$ cat src/rtl/seven_segment_scan_controller.sv
// Time-multiplexed scan controller for a multi-digit 7-segment display.
// Ports: clk, rst_n (async, active-low); value_in/value_valid/value_ready
//   load a packed BCD value (nibble i = digit i, digit 0 rightmost);
//   digit_bcd drives the shared decoder, digit_sel is the one-hot active-high
//   digit enable, digit_blank is high while no digit is lit, and frame_done
//   pulses for one cycle after each full frame.
// Optional macro SEVEN_SEGMENT_LEADING_ZERO_BLANK_EN: suppress leading-zero
//   digits (digit 0 is always shown).
module seven_segment_scan_controller #(
    parameter int NUM_DIGITS   = 4,
    parameter int DIGIT_CYCLES = 1000,
    parameter int BLANK_CYCLES = 16
) (
    input  logic                    clk,
    input  logic                    rst_n,
    input  logic [4*NUM_DIGITS-1:0] value_in,
    input  logic                    value_valid,
    output logic                    value_ready,
    output logic [3:0]              digit_bcd,
    output logic [NUM_DIGITS-1:0]   digit_sel,
    output logic                    digit_blank,
    output logic                    frame_done
);

    localparam int VW   = 4 * NUM_DIGITS;
    localparam int MAXC = (DIGIT_CYCLES > BLANK_CYCLES) ? DIGIT_CYCLES
                                                        : BLANK_CYCLES;
    localparam int CW   = (MAXC > 1) ? $clog2(MAXC) : 1;
    localparam int IW   = $clog2(NUM_DIGITS);

    localparam logic [CW-1:0] D_LAST = CW'(DIGIT_CYCLES - 1);
    localparam logic [CW-1:0] B_LAST =
        CW'((BLANK_CYCLES > 0) ? BLANK_CYCLES - 1 : 0);
    localparam logic [IW-1:0] I_LAST = IW'(NUM_DIGITS - 1);

    typedef enum logic {
        S_BLANK,
        S_SHOW
    } state_t;

    state_t              state;
    state_t              state_nxt;
    logic [IW-1:0]       idx;
    logic [IW-1:0]       idx_nxt;
    logic [CW-1:0]       cnt;
    logic [CW-1:0]       cnt_nxt;
    logic [VW-1:0]       shadow;
    logic [VW-1:0]       shadow_nxt;
    logic [VW-1:0]       pending;
    logic [VW-1:0]       pending_nxt;
    logic                pend_full;
    logic                pend_full_nxt;
    logic                boundary;
    logic                xfer;
    logic [NUM_DIGITS-1:0] sel_nxt;
    logic [NUM_DIGITS-1:0] supp;
    logic [3:0]          bcd_nxt;

    // Sequencing and the shadow/pending double buffer.
    always_comb begin
        state_nxt     = state;
        idx_nxt       = idx;
        cnt_nxt       = cnt + 1'b1;
        boundary      = 1'b0;
        shadow_nxt    = shadow;
        pending_nxt   = pending;
        pend_full_nxt = pend_full;
        xfer          = value_valid & value_ready;

        unique case (state)
            S_BLANK: begin
                if (cnt == B_LAST) begin
                    state_nxt = S_SHOW;
                    cnt_nxt   = '0;
                end
            end
            S_SHOW: begin
                if (cnt == D_LAST) begin
                    cnt_nxt  = '0;
                    boundary = (idx == I_LAST);
                    idx_nxt  = (idx == I_LAST) ? '0 : idx + 1'b1;
                    // With no gap configured, SHOW chains to SHOW.
                    if (BLANK_CYCLES > 0)
                        state_nxt = S_BLANK;
                end
            end
        endcase

        // Swap only at the frame edge so a frame never mixes values.
        if (boundary && pend_full) begin
            shadow_nxt    = pending;
            pend_full_nxt = 1'b0;
        end
        // A load on the boundary edge lands in pending, not shadow.
        if (xfer) begin
            pending_nxt   = value_in;
            pend_full_nxt = 1'b1;
        end
    end

`ifdef SEVEN_SEGMENT_LEADING_ZERO_BLANK_EN
    logic lz_run;

    // Digit i is suppressed when it and every higher nibble are zero.
    always_comb begin
        lz_run = 1'b1;
        supp   = '0;
        for (int i = NUM_DIGITS - 1; i > 0; i--) begin
            lz_run  = lz_run & (shadow_nxt[4*i +: 4] == 4'd0);
            supp[i] = lz_run;
        end
    end
`else
    assign supp = '0;
`endif

    // Outputs are registered from the next state so they line up with it.
    always_comb begin
        sel_nxt = '0;
        if (state_nxt == S_SHOW)
            sel_nxt[idx_nxt] = 1'b1;
        sel_nxt = sel_nxt & ~supp;
        bcd_nxt = shadow_nxt[idx_nxt*4 +: 4];
    end

    always_ff @(posedge clk or negedge rst_n) begin
        if (!rst_n) begin
            state       <= S_BLANK;
            idx         <= '0;
            cnt         <= '0;
            shadow      <= '0;
            pending     <= '0;
            pend_full   <= 1'b0;
            value_ready <= 1'b1;
            digit_sel   <= '0;
            digit_bcd   <= '0;
            digit_blank <= 1'b1;
            frame_done  <= 1'b0;
        end else begin
            state       <= state_nxt;
            idx         <= idx_nxt;
            cnt         <= cnt_nxt;
            shadow      <= shadow_nxt;
            pending     <= pending_nxt;
            pend_full   <= pend_full_nxt;
            value_ready <= ~pend_full_nxt;
            digit_sel   <= sel_nxt;
            digit_bcd   <= bcd_nxt;
            digit_blank <= ~|sel_nxt;
            frame_done  <= boundary;
        end
    end

endmodule

$ cat config.mk
export PLATFORM = sky130hd
export DESIGN_NAME = seven_segment_scan_controller
export DESIGN_NICKNAME = d
export VERILOG_FILES = /design/src/rtl/seven_segment_scan_controller.sv
export SDC_FILE = /design/constraint.sdc
export NUM_CORES = 1
export LEC_CHECK = 0
export CORE_MARGIN = 2
export CORE_UTILIZATION = 61
export CTS_BUF_LIST = sky130_fd_sc_hd__clkbuf_4 sky130_fd_sc_hd__clkbuf_8
export DETAILED_ROUTE_END_ITERATION = 12
export PLACE_DENSITY = 0.91
export SLEW_MARGIN = 20
export SYNTH_ARGS = -nofsm -noshare
export SYNTH_HDL_FRONTEND = slang
export SYNTH_SLANG_ARGS = --single-unit
$ cat constraint.sdc
create_clock -name clk -period 3.79 [get_ports clk]
set_input_delay 0.758 -clock clk [delete_from_list [all_inputs] [get_ports clk]]
set_output_delay 0.758 -clock clk [all_outputs]
set_load 0.005 [all_outputs]
==> out/results.txt <==
post-CTS sizing = 0
slowest CP cell = mux2i_1
most frequent cell after synthesis = dfrtp_1
H-tree depth = 3
Int Power = 1.09 mW
pins over their slew limit = 0
FMAX = 399 MHz
Syn. warnings = 0
worst slack, placed = 1.37 ns
crit path from = cnt[0]$_DFF_PN0_
Area growth syn-to-layout = 23.1%
sequential cell area = 1430 µm²
Setup Viol. Count Final = 0
drt wl/cell = 16.9 µm
Die Y-Extent = 65.5 µm
grt total ovfl = 0
logic gate share of total power = 7.3%
global-route wire length before repair = 7.18 mm
TNS Setup = 0 ns
RSZ-0062 raised after global routing = false
maxcap violations = 0
diode count = 0
synth top area cells = dfrtp_1 60%, mux2_2 21%, nor2_1 2.4%
Starting Density = 63.0%
P_sw = 283 µW
post-synth top area share = 59.7%
Synth top cells by count = 55 x dfrtp_1, 44 x mux2_2, 15 x nor2_1
Worst-Margin Slew = 0.845 ns
Detail Placement HPWL = 2.83 mm
Core Area = 3660 µm²
CTS Sinks = 57
total CTS buffers = 9
Vias = 1400
worst skew pair latency = 0.33 ns
Top Ports = 30
Worst Skew = 0.0114 ns
CTS clk-pin slew, worst paths = 0.07 ns
Synthesized Nets = 183
hold bufs inserted after CTS = 0
clock share of power = 41.4%
worst setup path class = reg2reg
ys flop type = dfrtp_1
outcome = completed
antenna violations before repair = 0
syn avg cell area = 14.2 µm²
share of layout cells above drive strength 1 = 32.2%
Longest Clk Path Bufs = 2
root buf cell = clkbuf_8
via density per instance = 5.53
post-route ant nets = 0
Yosys reg bits = 57
CP Launch Type = flip-flop
ys async rst share = 100%
delay-heaviest family, CP = multiplexers
DRT iter0 DRCs = 68
slew margin rel. = 42.1%
DIE WIDTH = 65.5 µm
Sw Ratio = 20.6%
part of the cycle the worst path needs = 66.1%
VDD IR max = 0.000315 V
share of the core filled with cells = 77.5%
final worst setup slack = 1.28 ns
post-layout min period = 2.51 ns
area of the multi-input gates = 817 µm²
Crit Path Max Fanout = 7
Worst Path Required = 4.00 ns
IO Port Bufs = 29
GRT Total Usage = 24.0%
final WL = 4.28 mm
Placer Congestion = 0.796
cells after synthesis = 162
P_leak = 1.41 nW
register share of total power = 51.3%
Worst Path Arrival = 2.71 ns
vias in the first global route = 1455
DRT Pass-1 Iters = 4
Worst setup EP type = flip-flop
die area = 4290 µm²
largest net degree at the start of global routing = 30
fillcell total = 222
P per Cell Area = 484 nW/µm²
Post-synth EDFFs = 0
Rows = 22
DRC Markers = 0
Hold Path Class = in2async
post-CTS repair timing setup buffer count = 0
cell taking the most area after synthesis = dfrtp_1
reg2reg start = cnt[0]$_DFF_PN0_
Total Nets Final = 221
Crit path largest cell delay = 0.75 ns
mapped cell area = 2310 µm²
cell breakdown of the critical path = ha_1 -> and4_1 -> and3b_1 -> mux2i_1 -> mux2_2
CTS tree = done
Seq/Total Area, Yosys = 62.0%
worst path bufs/invs = 0
Yosys cell types = 25
final hold vios = 0
## flip-flops by register name, summed over array words and instances, names as in the netlist
name         count
digit_blank      1
value_ready      1
shadow          16
pend_full        1
state            1
cnt             10
digit_sel        4
idx              2
digit_bcd        4
frame_done       1
pending         16
## final cells by class
type                    instances  share of cell area [%]
clock buffers                  13                    5.86
clock inverters                 3                    1.41
inverters                       7                   0.926
multi-input cells              94                    28.8
flip-flops and latches         57                    50.3
well taps                      48                    2.12
repair buffers                 31                    10.6
## worst paths after layout
| check | slack, ns | cells past startpoint | end |
|---|---|---|---|
| worst max-delay path | 1.28 | 5 | digit_bcd[2]$_DFF_PN0_ |
| worst min-delay path | 0.43 | 1 | pending[4]$_DFFE_PN0P_ |
| worst max register to register | 1.28 | 5 | digit_bcd[2]$_DFF_PN0_ |
| worst min register to register | 0.49 | 1 | value_ready$_DFF_PN1_ |
| max in group asynchronous | 2.55 | 2 | shadow[10]$_DFF_PN0_ |
| min in group clk | 0.49 | 1 | value_ready$_DFF_PN1_ |
## cells in the final DEF (no fill, tap or decap)
cell             Yosys  routed
and4bb_1             1       1
dfrtp_1             55      55
xor2_1               4       4
bufinv_16            0       1
mux2i_1              2       2
xnor2_1              4       4
buf_4                1       2
ha_1                 2       2
nor4_1               1       1
mux2_2              44      44
a21boi_0             1       1
clkdlybuf4s50_1      0      28
nand2_1              6       6
clkbuf_4             0       2
nand4b_4             1       1
o21bai_1             1       1
and3_1               1       1
clkbuf_8             0      11
nor3_1               3       3
and4_1               1       1
a21oi_1              1       1
buf_2                0       1
nor2_1              15      15
dfstp_2              2       2
and2_1               1       1
inv_1                7       7
clkinv_2             0       2
and3b_1              1       1
nand3_1              4       4
## per-stage QoR
step                hold slack, ns  area [µm²]  cells  power [mW]
floorplan                    0.412        2310    162       0.765
global placement             0.430        2630    237       0.806
detailed placement           0.468        2630    237       0.819
CTS                          0.445        2840    253        1.39
global route                 0.468        2840    253        1.45
finish                       0.435        2840    253        1.38
## metal layers
layer | up-vias | track usage, % | wire length, µm
li1 | 632 | - | -
met4 | 0 | 13.3 | 106
met2 | 51 | 37.0 | 2130
met3 | 11 | 7.36 | 228
met5 | - | 0 | 0
met1 | 706 | 30.4 | 1820
## power by group through the flow
stage                     sequential [mW]  combinational, mW  clock [mW]
after CTS                           0.706              0.103       0.583
after global placement              0.712             0.0939           0
after floorplan                     0.704             0.0608           0
after global routing                0.714              0.111       0.620
after detailed placement            0.717              0.102           0
final                               0.706              0.100       0.570
## kinds of logic after synthesis
group,synth area share [%]
flip-flops,62.0
XOR/XNOR,3.04
AND/OR/NAND/NOR,8.08
buffers and inverters,2.60
adder cells (fa/ha/maj),1.09
multiplexers,22.4
AO/OA/AOI/OAI,0.868
No activity file was read; power rests on OpenSTA's default activity.
